### src/rtl/spike_event_logger.sv
// Spike event logger: rising-edge detection on the axon level, programmable
// refractory holdoff, free-running timestamping, and a first-word-fall-through
// timestamp FIFO drained over a valid/ready handshake. Overflow is sticky and
// dropped events are counted with saturation.
module spike_event_logger #(
  parameter int unsigned TS_W     = 16,
  parameter int unsigned DEPTH    = 8,
  parameter int unsigned REFRAC_W = 8
) (
  input  logic                     clk,
  input  logic                     rst,
  input  logic                     enable,
  input  logic                     axon,
  input  logic [REFRAC_W-1:0]      refrac_len,
  input  logic                     ev_ready,
  output logic                     ev_valid,
  output logic [TS_W-1:0]          ev_ts,
  output logic [$clog2(DEPTH):0]   ev_count,
  output logic                     overflow,
  output logic [7:0]               drop_cnt,
  input  logic                     clear_ovf
);

  localparam int unsigned AW = $clog2(DEPTH);
  localparam int unsigned CW = AW + 1;

  // Timestamp counter and edge-detect history
  logic [TS_W-1:0]     ts_q, ts_d;
  logic                axon_q;

  // Refractory holdoff counter
  logic [REFRAC_W-1:0] refr_q, refr_d;

  // FIFO storage and bookkeeping
  logic [TS_W-1:0]     mem_q [DEPTH];
  logic [AW-1:0]       wr_ptr_q, wr_ptr_d;
  logic [AW-1:0]       rd_ptr_q, rd_ptr_d;
  logic [CW-1:0]       count_q, count_d;

  // Overflow reporting
  logic                ovf_q, ovf_d;
  logic [7:0]          drop_q, drop_d;

  // Per-cycle event decode
  logic                spike;
  logic                accept;
  logic                fifo_empty;
  logic                fifo_full;
  logic                pop;
  logic                push;
  logic                drop;

  // Decode spike acceptance and FIFO push/pop/drop for this cycle
  always_comb begin
    spike      = axon & ~axon_q;
    accept     = spike & enable & (refr_q == '0);
    fifo_empty = (count_q == '0);
    fifo_full  = (count_q == CW'(DEPTH));
    pop        = ~fifo_empty & ev_ready;
    // A full FIFO still takes the write when the head leaves in the same cycle
    push       = accept & (~fifo_full | pop);
    drop       = accept & fifo_full & ~pop;
  end

  // Next-state for the timestamp counter and refractory counter
  always_comb begin
    ts_d   = ts_q;
    refr_d = refr_q;
    if (enable) begin
      ts_d = ts_q + TS_W'(1);
    end
    if (accept) begin
      refr_d = refrac_len;
    end else if (enable && (refr_q != '0)) begin
      refr_d = refr_q - REFRAC_W'(1);
    end
  end

  // Next-state for FIFO pointers and occupancy
  always_comb begin
    wr_ptr_d = wr_ptr_q;
    rd_ptr_d = rd_ptr_q;
    count_d  = count_q;
    if (push) begin
      wr_ptr_d = wr_ptr_q + AW'(1);
    end
    if (pop) begin
      rd_ptr_d = rd_ptr_q + AW'(1);
    end
    unique case ({push, pop})
      2'b10:   count_d = count_q + CW'(1);
      2'b01:   count_d = count_q - CW'(1);
      default: count_d = count_q;
    endcase
  end

  // Next-state for sticky overflow and saturating drop counter
  always_comb begin
    ovf_d  = ovf_q;
    drop_d = drop_q;
    // A drop in the same cycle as a clear wins: the clear resets the count
    // and the new drop is counted on top of it
    if (drop) begin
      ovf_d = 1'b1;
    end else if (clear_ovf) begin
      ovf_d = 1'b0;
    end
    if (clear_ovf) begin
      drop_d = drop ? 8'd1 : 8'd0;
    end else if (drop && (drop_q != 8'hFF)) begin
      drop_d = drop_q + 8'd1;
    end
  end

  // Control state registers with asynchronous active-low reset
  always_ff @(posedge clk or negedge rst) begin
    if (!rst) begin
      ts_q     <= '0;
      axon_q   <= 1'b0;
      refr_q   <= '0;
      wr_ptr_q <= '0;
      rd_ptr_q <= '0;
      count_q  <= '0;
      ovf_q    <= 1'b0;
      drop_q   <= '0;
    end else begin
      ts_q     <= ts_d;
      axon_q   <= axon;
      refr_q   <= refr_d;
      wr_ptr_q <= wr_ptr_d;
      rd_ptr_q <= rd_ptr_d;
      count_q  <= count_d;
      ovf_q    <= ovf_d;
      drop_q   <= drop_d;
    end
  end

  // FIFO storage write; contents are only meaningful below the occupancy count
  always_ff @(posedge clk) begin
    if (push) begin
      mem_q[wr_ptr_q] <= ts_q;
    end
  end

  assign ev_valid = ~fifo_empty;
  assign ev_ts    = fifo_empty ? '0 : mem_q[rd_ptr_q];
  assign ev_count = count_q;
  assign overflow = ovf_q;
  assign drop_cnt = drop_q;

endmodule

### config.mk
export PLATFORM = sky130hd
export DESIGN_NAME = spike_event_logger
export DESIGN_NICKNAME = d
export VERILOG_FILES = /design/src/rtl/spike_event_logger.sv
export SDC_FILE = /design/constraint.sdc
export NUM_CORES = 1
export LEC_CHECK = 0
export CORE_MARGIN = 2
export CORE_UTILIZATION = 55
export DETAILED_ROUTE_END_ITERATION = 8
export DONT_BUFFER_PORTS = 1
export PLACE_DENSITY = 0.7
export SETUP_SLACK_MARGIN = 0.02
export SKIP_CTS_REPAIR_TIMING = 1
export SYNTH_ARGS = -nofsm -noshare
export SYNTH_HDL_FRONTEND = slang
export SYNTH_SLANG_ARGS = --single-unit
### constraint.sdc
create_clock -name clk -period 7.6 [get_ports clk]
set_clock_uncertainty 0.15 [all_clocks]
set_input_delay 0.76 -clock clk [delete_from_list [all_inputs] [get_ports clk]]
set_output_delay 0.76 -clock clk [all_outputs]
set_load 0.01 [all_outputs]
Yosys cells after proc, flatten, opt, wreduce, memory -nomap -nowiden
Memories as Yosys holds them, arrays and structs flattened.
Index checks and enable logic that the tools add are counted.
{"block": "word_totals", "reg_bits": 44, "ramBits": 128, "input_bits": 14, "n_memories": 1}
{"block": "classes", "addsub": 7, "eq_ne": 4, "n_mux": 11, "n_bitwise": 12, "n_reduce_logical": 9}
{"memory": "mem_q", "words": 8, "word_bits": 16, "read_ports": 1, "rd_clocked_by_memory_dff": 0, "write_ports": 1, "line": "35", "source": "logic [TS_W-1:0] mem_q [DEPTH];"}
{"op": "two-way mux 8 bit", "count": 4}
{"op": "adder 16 x 1 -> 16 bit (second input constant)", "count": 1}
{"op": "two-way mux 16 bit", "count": 1}
{"op": "adder 8 x 1 -> 8 bit (second input constant)", "count": 1}
{"op": "zero test 8 bit", "count": 1}
{"op": "inequality test 8 bit (second input constant)", "count": 1}
{"op": "one-hot mux 4 bit (2 select lines)", "count": 1}
{"op": "nonzero test 2 bit", "count": 4}
{"op": "nonzero test 8 bit", "count": 1}
{"op": "subtractor 8 x 1 -> 8 bit (second input constant)", "count": 1}
{"op": "bitwise AND 1 bit", "count": 7}
{"op": "adder 3 x 1 -> 3 bit (second input constant)", "count": 2}
{"op": "two-way mux 1 bit", "count": 5}
{"op": "adder 4 x 1 -> 4 bit (second input constant)", "count": 1}
{"op": "equality test 4 bit (second input constant)", "count": 1}
{"op": "zero test 4 bit", "count": 1}
{"op": "NOT 1 bit", "count": 4}
{"op": "subtractor 4 x 1 -> 4 bit (second input constant)", "count": 1}
{"op": "equality test 2 x 1 -> 1 bit (second input constant)", "count": 1}
{"op": "equality test 2 bit (second input constant)", "count": 1}
{"op": "logical AND 1 bit", "count": 2}
{"op": "OR 1 bit", "count": 1}

Longest topological paths before layout
Gate-level depths: netlist of run 1.
{"block": "logic_depth", "word_depth": 9, "ltp_mapped": 12, "mapped_depth_nobuf": 11}

Least setup slack after synthesis of run 1
Ideal clock, no wire load.
{"block": "synth_timing", "path_type": "register to register", "from": "reg refr_q[0]", "to": "mem mem_q[0][0], enable pin", "arrival_ns": 3.493, "slack_ns": 3.527, "path_stages_with_launch": 8, "n_path_buf": 1, "synth_period_minus_slack_ns": 4.073, "cell_sequence": "dfrtp_1 inv_1 ha_1 or3b_2 clkbuf_1 nor3_2 nand2_1 nor4_1"}
{"block": "synth_via", "elab_chain_len": 5}
{"item": "start, declared", "line": "32", "source": "logic [REFRAC_W-1:0] refr_q, refr_d;"}
{"item": "start signal, assigned", "line": "129", "source": "refr_q <= refr_d;"}
{"item": "zero test 8 bit", "line": "56", "source": "accept = spike & enable & (refr_q == '0);"}
{"item": "bitwise AND 1 bit", "line": "56"}
{"item": "bitwise AND 1 bit", "line": "61", "source": "push = accept & (~fifo_full | pop);"}
{"item": "two-way mux 1 bit", "line": "140", "source": "if (push) begin"}
{"item": "two-way mux 1 bit (not written as such)", "line": "141", "source": "mem_q[wr_ptr_q] <= ts_q;"}
{"item": "end, declared", "line": "35"}
Every way passes these cells.

Worst setup path in the final report of run 1
{"block": "layout_timing", "from": "reg rd_ptr_q[0]", "to": "out ev_ts[3]"}
{"block": "layout_via", "elab_chain_len": 2}
{"item": "start, declared", "line": "37", "source": "logic [AW-1:0] rd_ptr_q, rd_ptr_d;"}
{"item": "start signal, assigned", "line": "131", "source": "rd_ptr_q <= rd_ptr_d;"}
{"item": "memory (8 x 16 bit)"}
{"item": "two-way mux 16 bit", "line": "146", "source": "assign ev_ts = fifo_empty ? '0 : mem_q[rd_ptr_q];"}
{"item": "end, declared", "line": "17", "source": "output logic [TS_W-1:0] ev_ts,"}
Every way passes these cells.

==> key figures, run 1 <==
Timing
  • Final Hold Vio Count: 0
  • Setup TNS: 0 ns
  • RSZ-0062 raised after global routing: false
  • Slew @ Worst Pin: 1.19 ns
  • Slew Limit Fails: 0
  • Worst hold margin: 0.0351 ns
  • Relative slew margins: 0.208
  • # setup viols final: 0
  • Fin crit period: 3.41 ns
  • Highest clock rate: 0.294 GHz
  • Tcrit/Tclk final: 0.448

Layout
  • Fin nets: 494
  • Final core occ: 0.624
  • Register Area: 4950 um2
  • Multi-input gate area: 2310 um2
  • Most frequent cells in the layout: 128 x edfxtp_1, 42 x dfrtp_1, 33 x nor2_1
  • Layout cells sized above 1: 0.187
  • Fillers: 950
  • # diodes: 0
  • Most common cell after layout, fill and taps aside: edfxtp_1
  • Final Instance Area: 8200 um2
  • Area delta synth->final: 11.4%

Floorplan
  • Total die area: 14300 um2
  • Chip Height: 120 um
  • Die Width: 120 um
  • Core box area: 13100 um2
  • Starting Density: 0.560
  • # IOs: 44
  • # rows: 42

Worst setup path
  • Crit path max fanout: 18
  • Startpoint class of the critical path: register
  • Origin of the critical flop-to-flop path: refr_q[0]$_DFFE_PN0P_
  • Critical path arrival: 2.50 ns
  • Critical path class: reg -> out
  • CP Capture Type: output pin
  • Reg-to-reg setup timing slack: 4.42 ns
  • Critical path data required time: 6.69 ns
  • CP startpoint: rd_ptr_q[0]$_DFFE_PN0N_

Placement
  • RePlAce Congestion: 0.841
  • DP Wirelength: 8160 um
  • DP Area: 7600 um2
  • IO buf count: 0

Yosys
  • Seq cells post-synth: 172
  • Share of the synthesized area in the top cell type: 0.522
  • Top post-synthesis cells by area: edfxtp_1 52%, dfrtp_1 15%, mux4_2 9.8%
  • Cell taking the most area after synthesis: edfxtp_1
  • Syn avg cell area: 15.8 um2
  • Synthesized instance count: 467
  • Netlist cell types: 54
  • Post-Syn Area: 7360 um2
  • Top_reg_cell synth: edfxtp_1
  • Yosys warns: 0
  • Post-synth EDFFs: 128
  • Async SR Flop Fraction: 0.256
  • Seq/Total Area, Yosys: 0.672
  • Post-synthesis net count: 488

Route
  • Routed length per instance: 20.6 um
  • Met3 Routed Length: 663 um
  • ANT nets after route: 0
  • Met2 WL: 6720 um
  • DRT iter0 DRCs: 309
  • Post-Route WL: 13700 um
  • DRC: 0
  • Via Count: 3958
  • Via density: 5.98
  • DR pass1 iterations: 5
  • Met1 Wirelength: 6030 um
  • DR top layer: met4

Worst hold path
  • HP Class: in -> async

Clock tree
  • CTS tree: built
  • Clk Latency, worst-skew pair: 0.42 ns
  • Maximum root-to-sink buffer count: 2
  • CTS H-tree lvls: 4
  • Clock sinks: 172
  • Cts bufs inserted: 17
  • Clock-pin slew on the worst setup and hold paths: 0.06 ns
  • Root Driver: clkbuf_16

Power
  • Final total power: 2.57 mW
  • Pleak: 2.98 nW
  • PwrDens: 314 nW/um2
  • Peak supply drop: 0.193 mV

Global route
  • Tot GR Track Use: 0.207
  • First-pass GRT wire length: 21800 um
  • Total gr overflow: 0
  • Vias in the first global route: 4014
  • Antenna violations before repair: 0
  • Largest net degree at the start of global routing: 45

Status
  • Outcome: finished, final reports clean

Flow run
  • Max-cap violations: 0
==> critical path: stages, from the launching register on <==
cell and delay (ns):
dfrtp_2 0.74, buf_4 0.44, mux4_2 0.54, mux2i_1 0.22, nor2_1 0.13
==> layout make-up <==
| cell class | instances | area share |
|---|---|---|
| Tap cell | 176 | 0.0269 |
| Inverter | 13 | 0.00595 |
| Timing Repair Buffer | 11 | 0.0125 |
| Clock buffer | 18 | 0.0524 |
| Multi-Input combinational cell | 258 | 0.281 |
| Clock inverter | 14 | 0.0174 |
| Sequential cell | 172 | 0.603 |
==> power breakdown <==
part | leakage [nW] | switching, mW | internal [mW]
sequential | 1.78 | 0.200 | 1.09
combinational | 0.919 | 0.199 | 0.252
clock | 0.280 | 0.345 | 0.484
total | 2.98 | 0.743 | 1.83
==> state kept, by name (all words and copies together), names as in the netlist <==
signal and flops:
overflow 1, drop_cnt 8, refr_q 8, ts_q 16
wr_ptr_q 3, axon_q 1, mem_q 128, rd_ptr_q 3
ev_count 4
==> through the flow <==
step	setup WS (ns)	instances
global route	4.00	662
global placement	4.54	629
detailed placement	4.47	629
finish	4.19	662
floorplan	3.53	467
CTS	4.11	661
==> logic make-up (layout without fill, tap and decap cells) <==
group                      count (synthesis)  after routing  synth area share
buffers and inverters                     37             56            0.0192
DFF                                      172            172             0.672
and+or+nand+nor                          125            125            0.0945
adders and majority gates                  7              7            0.0119
muxes                                     57             57             0.133
xor gates and xnor gates                  21             21            0.0250
AOI/OAI and AO/OA                         48             48            0.0446
==> Yosys cell counts (4+ instances only) <==
master and instances:
a21oi_1 11, and3_1 6, and4_1 5, buf_1 5, clkbuf_1 17, dfrtp_1 44, edfxtp_1 128, ha_1 7
inv_1 13, mux2_2 5, mux2i_1 20, mux4_2 32, nand2_1 19, nand3_1 9, nand4_1 5, nor2_1 33
nor2b_1 5, nor3_1 13, nor4_1 4, o21ai_0 7, o31ai_1 4, xnor2_1 13, xor2_1 8
==> metal layers <==
| layer | vias to the layer above | global-route usage |
|---|---|---|
| li1 | 1837 | - |
| met1 | 2010 | 0.276 |
| met2 | 95 | 0.333 |
| met3 | 16 | 0.0504 |
| met4 | 0 | 0.0801 |
| met5 | - | 0 |
==> final timing paths <==
kind	endpoint	cells past startpoint
max	ev_ts[3]	4
min	ts_q[8]$_DFFE_PN0P_	1
max reg2reg	mem_q[0][5]$_DFFE_PP_	7
min reg2reg	refr_q[0]$_DFFE_PN0P_	1
max in group asynchronous	rd_ptr_q[0]$_DFFE_PN0N_	1
min in group clk	axon_q$_DFF_PN0_	0
(Power assumes the default switching activity.)
==> run 2: changes to the inputs <==
- clock period: 7.6 -> 3.4 ns (I/O delays scaled with it)
==> key figures, run 2 (synthesized netlist as in run 1, its figures left out) <==
Floorplan
  • Total die area: 14300 um2 (unchanged)
  • Die Width: 120 um (unchanged)
  • # IOs: 44 (unchanged)
  • Chip Height: 120 um (unchanged)
  • Starting Density: 0.560 (unchanged)
  • # rows: 42 (unchanged)
  • Core box area: 13100 um2 (unchanged)

Worst hold path
  • HP Class: in -> reg (was in -> async)

Route
  • DRC: 0 (unchanged)
  • DR pass1 iterations: 4 (was 5)
  • Via density: 5.95 (was 5.98)
  • Routed length per instance: 20.9 um (was 20.6 um)
  • ANT nets after route: 0 (unchanged)
  • Post-Route WL: 14100 um (was 13700 um)
  • Via Count: 4008 (was 3958)
  • DRT iter0 DRCs: 320 (was 309)

Worst setup path
  • Critical path class: reg -> reg (was reg -> out)
  • CP Capture Type: register (was output pin)
  • Critical path data required time: 3.54 ns (was 6.69 ns)
  • Cell family with most CP delay: simple AND/OR/NAND/NOR gates (was multiplexers)
  • Reg-to-reg setup timing slack: 0.64 ns (was 4.42 ns)
  • Critical path's largest stage delay: 0.54 ns (was 0.74 ns)
  • Highest-delay cell along the critical path: or3b_2 (was dfrtp_2)
  • WP buf/inv: 3 (was 1)
  • Critical path arrival: 2.90 ns (was 2.50 ns)
  • CP Cell Sequence: inv_1 > ha_1 > or3b_2 > nor3_2 > buf_4 > nor2_1 > xnor2_1 > ha_1 > inv_1 > a211oi_1 > mux2i_1 > xnor2_1 (was buf_4 > mux4_2 > mux2i_1 > nor2_1)
  • Startpoint class of the critical path: register (unchanged)
  • Crit path max fanout: 9 (was 18)

Power
  • Pleak: 3.06 nW (was 2.98 nW)
  • Peak supply drop: 0.367 mV (was 0.193 mV)
  • Final total power: 5.95 mW (was 2.57 mW)
  • PwrDens: 711 nW/um2 (was 314 nW/um2)

Flow run
  • Max-cap violations: 0 (unchanged)

Timing
  • Final Hold Vio Count: 0 (unchanged)
  • # setup viols final: 0 (unchanged)
  • Tcrit/Tclk final: 0.812
  • Highest clock rate: 0.362 GHz
  • RSZ-0062 raised after global routing: false (unchanged)
  • Worst hold margin: 0.00716 ns (was 0.0351 ns)
  • Slew @ Worst Pin: 0.759 ns (was 1.19 ns)
  • Relative slew margins: 0.489 (was 0.208)
  • Slew Limit Fails: 0 (unchanged)
  • Fin crit period: 2.76 ns

Layout
  • Layout cells sized above 1: 0.195 (was 0.187)
  • Area delta synth->final: 13.7% (was 11.4%)
  • Max reg flops: 128 (unchanged)
  • Fin nets: 506 (was 494)
  • # diodes: 0 (unchanged)
  • Largest registers: mem_q (128), ts_q (16) (unchanged)
  • Most frequent cells in the layout: 128 x edfxtp_1, 43 x dfrtp_1, 33 x nor2_1 (was 128 x edfxtp_1, 42 x dfrtp_1, 33 x nor2_1)
  • Most common cell after layout, fill and taps aside: edfxtp_1 (unchanged)
  • Final Instance Area: 8360 um2 (was 8200 um2)
  • Register bank with the most flops: mem_q (unchanged)
  • Fillers: 945 (was 950)
  • Final core occ: 0.637 (was 0.624)

Global route
  • Total gr overflow: 0 (unchanged)
  • Largest net degree at the start of global routing: 45 (unchanged)
  • Tot GR Track Use: 0.212 (was 0.207)
  • Vias in the first global route: 4199 (was 4014)
  • Antenna violations before repair: 0 (unchanged)
  • First-pass GRT wire length: 22400 um (was 21800 um)

Placement
  • IO buf count: 0 (unchanged)
  • DP Area: 7660 um2 (was 7600 um2)
  • DP Wirelength: 8990 um (was 8160 um)
  • RePlAce Congestion: 0.821 (was 0.841)

Clock tree
  • Maximum root-to-sink buffer count: 2 (unchanged)
  • Root Driver: clkbuf_16 (unchanged)
  • Clock sinks: 172 (unchanged)
  • Clock-pin slew on the worst setup and hold paths: 0.06 ns (about the same)
  • Cts bufs inserted: 17 (unchanged)
  • CTS H-tree lvls: 4 (unchanged)
  • Clk Latency, worst-skew pair: 0.42 ns (about the same)
  • CTS tree: built (unchanged)

Status
  • Outcome: finished, final reports clean (unchanged)
-- run 2: routing by layer --
metal | track usage | vias to the layer above | wire length (um)
met1 | 0.276 | 2056 | 6200
met2 | 0.345 | 79 | 6920
li1 | - | 1855 | -
met4 | 0.0743 | 0 | 218
met3 | 0.0594 | 18 | 722
met5 | 0 | - | 0
-- run 2: per-stage QoR --
stage | setup WS [ns] | setup TNS [ns] | instances
5_1_grt | 0.404 | 0 | 674
3_3_place_gp | 0.751 | 0 | 635
4_1_cts | 0.581 | 0 | 667
3_5_place_dp | 0.644 | 0 | 635
2_1_floorplan | -0.275 | -13.40 | 467
6_report | 0.638 | 0 | 674
-- run 2: worst paths after layout --
path / depth (start not counted) / from / to
setup / recovery: 12 / refr_q[0]$_DFFE_PN0P_ / ev_count[2]$_DFFE_PN0P_
hold / removal: 2 / refrac_len[7] / refr_q[7]$_DFFE_PN0P_
setup reg to reg: 12 / refr_q[0]$_DFFE_PN0P_ / ev_count[2]$_DFFE_PN0P_
hold reg to reg: 1 / refr_q[0]$_DFFE_PN0P_ / refr_q[0]$_DFFE_PN0P_
max in group asynchronous: 2 / rst / rd_ptr_q[0]$_DFFE_PN0N_
min in group asynchronous: 2 / rst / ts_q[12]$_DFFE_PN0P_
-- run 2: layout make-up --
type                       count  area [um2]  area share
clock inverter                11         153      0.0182
tap                          176         220      0.0263
sequential                   172        4950       0.591
inverter                      13        48.8     0.00583
timing repair buffer          23         220      0.0263
multi-input combinational    258        2320       0.277
clock buffer                  21         460      0.0550
-- run 2: report_power, final --
part / leakage [nW] / internal [mW] / switching (mW)
clock network: 0.304 / 1.21 / 0.770
logic: 0.979 / 0.594 / 0.597
registers: 1.77 / 2.44 / 0.335
total: 3.06 / 4.25 / 1.70
==> run 3: changes to the inputs <==
- clock period: 3.4 -> 2.75 ns (I/O delays scaled with it)
==> key figures, run 3 (synthesized netlist as in run 1, its figures left out) <==
Layout
  • Most common cell after layout, fill and taps aside: edfxtp_1 (unchanged)
  • Fin nets: 523 (was 506)
  • Max reg flops: 128 (unchanged)
  • Most frequent cells in the layout: 128 x edfxtp_1, 43 x dfrtp_1, 32 x mux4_2 (was 128 x edfxtp_1, 43 x dfrtp_1, 33 x nor2_1)
  • Final core occ: 0.652 (was 0.637)
  • Register bank with the most flops: mem_q (unchanged)
  • Largest registers: mem_q (128), ts_q (16) (unchanged)
  • # diodes: 0 (unchanged)
  • Fillers: 929 (was 945)
  • Layout cells sized above 1: 0.216 (was 0.195)
  • Area delta synth->final: 16.4% (was 13.7%)

Clock tree
  • Root Driver: clkbuf_16 (unchanged)
  • Cts bufs inserted: 17 (unchanged)
  • Clk Latency, worst-skew pair: 0.43 ns (was 0.42 ns)
  • CTS tree: built (unchanged)
  • Clock sinks: 172 (unchanged)
  • CTS H-tree lvls: 4 (unchanged)
  • Clock-pin slew on the worst setup and hold paths: 0.06 ns (about the same)
  • Maximum root-to-sink buffer count: 2 (unchanged)

Timing
  • Final Hold Vio Count: 1 (was 0)
  • Tcrit/Tclk final: 0.960 (was 0.812)
  • Highest clock rate: 0.379 GHz (was 0.362 GHz)
  • Slew Limit Fails: 0 (unchanged)
  • Fin crit period: 2.64 ns (was 2.76 ns)
  • Relative slew margins: 0.511 (was 0.489)
  • # setup viols final: 0 (unchanged)
  • Setup TNS: 0 ns (unchanged)
  • Slew @ Worst Pin: 0.733 ns (was 0.759 ns)
  • Worst hold margin: -0.0251 ns (was 0.00716 ns)
  • Final WS setup: 0.109 ns (was 0.638 ns)

Power
  • Clock share of power: 0.333 (was 0.332)
  • Power Internal: 5.32 mW (was 4.25 mW)
  • Final total power: 7.44 mW (was 5.95 mW)
  • Pleak: 3.13 nW (was 3.06 nW)
  • Peak supply drop: 0.442 mV (was 0.367 mV)
  • Switching power: 2.12 mW (was 1.70 mW)
  • Gate power share: 0.215 (was 0.200)
  • Sequential Power Share: 0.453 (was 0.467)
  • PwrDens: 868 nW/um2 (was 711 nW/um2)
  • Sw frac: 0.285 (was 0.286)

Worst setup path
  • WP buf/inv: 2 (was 3)
  • Reg-to-reg setup timing slack: 0.11 ns (was 0.64 ns)
  • CP Capture Type: register (unchanged)
  • Critical R2R Capture: mem_q[0][14]$_DFFE_PP_ (was ev_count[2]$_DFFE_PN0P_)
  • Highest-delay cell along the critical path: or4_1 (was or3b_2)
  • Critical path's largest stage delay: 0.72 ns (was 0.54 ns)
  • R2R depth: 6 (was 12)
  • Critical path arrival: 2.61 ns (was 2.90 ns)
  • Origin of the critical flop-to-flop path: refr_q[5]$_DFFE_PN0P_ (was refr_q[0]$_DFFE_PN0P_)
  • Cell family with most CP delay: simple AND/OR/NAND/NOR gates (unchanged)
  • CP Cell Sequence: or4_1 > nor3_4 > buf_4 > nand2_4 > nor4_4 > buf_6 (was inv_1 > ha_1 > or3b_2 > nor3_2 > buf_4 > nor2_1 > xnor2_1 > ha_1 > inv_1 > a211oi_1 > mux2i_1 > xnor2_1)
  • Crit path max fanout: 16 (was 9)
  • Critical path class: reg -> reg (unchanged)
  • Critical path data required time: 2.72 ns (was 3.54 ns)
  • Startpoint class of the critical path: register (unchanged)

Global route
  • Antenna violations before repair: 0 (unchanged)
  • Largest net degree at the start of global routing: 45 (unchanged)
  • Vias in the first global route: 4205 (was 4199)
  • First-pass GRT wire length: 23900 um (was 22400 um)
  • Total gr overflow: 0 (unchanged)
  • Tot GR Track Use: 0.224 (was 0.212)

Route
  • Via density: 5.97 (was 5.95)
  • Post-Route WL: 14700 um (was 14100 um)
  • Via Count: 4123 (was 4008)
  • ANT nets after route: 0 (unchanged)
  • Met1 Wirelength: 6400 um (was 6200 um)
  • Met3 Routed Length: 739 um (was 722 um)
  • DRT iter0 DRCs: 371 (was 320)
  • DR pass1 iterations: 5 (was 4)
  • DR top layer: met4 (unchanged)
  • Routed length per instance: 21.3 um (was 20.9 um)
  • Met2 WL: 7380 um (was 6920 um)
  • DRC: 0 (unchanged)

Floorplan
  • # IOs: 44 (unchanged)
  • Total die area: 14300 um2 (unchanged)
  • Core box area: 13100 um2 (unchanged)
  • Chip Height: 120 um (unchanged)
  • Starting Density: 0.560 (unchanged)
  • # rows: 42 (unchanged)
  • Die Width: 120 um (unchanged)

Status
  • Failing checks: negative hold slack
  • Outcome: finished with violations (was finished, final reports clean)

Worst hold path
  • Hold wc startpoint: ev_ready (was refrac_len[7])
  • Worst Hold End: ev_count[3]$_DFFE_PN0P_ (was refr_q[7]$_DFFE_PN0P_)
  • Worst hold path depth: 3 (was 2)
  • HP Class: in -> reg (unchanged)

Placement
  • IO buf count: 0 (unchanged)
  • DP Wirelength: 9450 um (was 8990 um)
  • Place WS: 0.0788 ns (was 0.644 ns)
  • RePlAce Congestion: 0.850 (was 0.821)

Flow run
  • Max-cap violations: 0 (unchanged)
==> run 3: changes by cell type in the layout (fill, tap and decap cells not counted), moves of 3 or more <==
cell           change
buf_4             +10
clkinvlp_4         +3
dlygate4sd3_1      +6
inv_6              -4
nor2_1             -3
nor3_2             -5
nor3_4             +5
==> run 3: metal layers <==
metal | vias to the layer above | GRT usage
li1 | 1889 | -
met5 | - | 0
met1 | 2112 | 0.300
met2 | 103 | 0.358
met3 | 19 | 0.0599
met4 | 0 | 0.0816
==> run 3: final cells by class <==
type,count,area (um2),share of cell area
clock buffers,21,440,0.0514
clock inverters,11,169,0.0197
inverters,13,48.8,0.00570
multi-input cells,258,2380,0.277
flip-flops and latches,172,4950,0.577
well taps,176,220,0.0257
repair buffers,40,367,0.0428
==> run 3: power by group through the flow <==
stage	combinational (mW)	clock, mW	sequential (mW)
floorplan	1.31	0	3.24
global placement	1.54	0	3.40
detailed placement	1.58	0	3.42
CTS	1.60	2.50	3.37
global route	1.75	2.63	3.41
finish	1.60	2.47	3.37
==> run 3: worst max path at each step <==
stage / start / endpoint / slack, ns / cells past startpoint
5_1_grt: refr_q[5]$_DFFE_PN0P_ / mem_q[0][4]$_DFFE_PP_ / -0.0006 / 6
3_3_place_gp: refr_q[5]$_DFFE_PN0P_ / mem_q[6][9]$_DFFE_PP_ / 0.15 / 5
2_1_floorplan: refr_q[0]$_DFFE_PN0P_ / mem_q[0][0]$_DFFE_PP_ / -0.18 / 7
6_report: refr_q[5]$_DFFE_PN0P_ / mem_q[0][14]$_DFFE_PP_ / 0.11 / 6
4_1_cts: refr_q[5]$_DFFE_PN0P_ / mem_q[2][5]$_DFFE_PP_ / 0.07 / 5
3_5_place_dp: refr_q[5]$_DFFE_PN0P_ / mem_q[2][0]$_DFFE_PP_ / 0.08 / 5
==> run 3: through the flow <==
stage	instances	hold WS, ns	cell area [um2]
global route	691	0.00494	8570
finish	691	-0.0251	8570
floorplan	467	-0.171	7460
CTS	677	-0.631	8400
detailed placement	645	-0.170	7790
global placement	645	-0.170	7790
==> run 3: worst min-delay path: stages <==
cell      delay [ns]
nor2_1          0.03
a21oi_1         0.14
a211oi_1        0.06
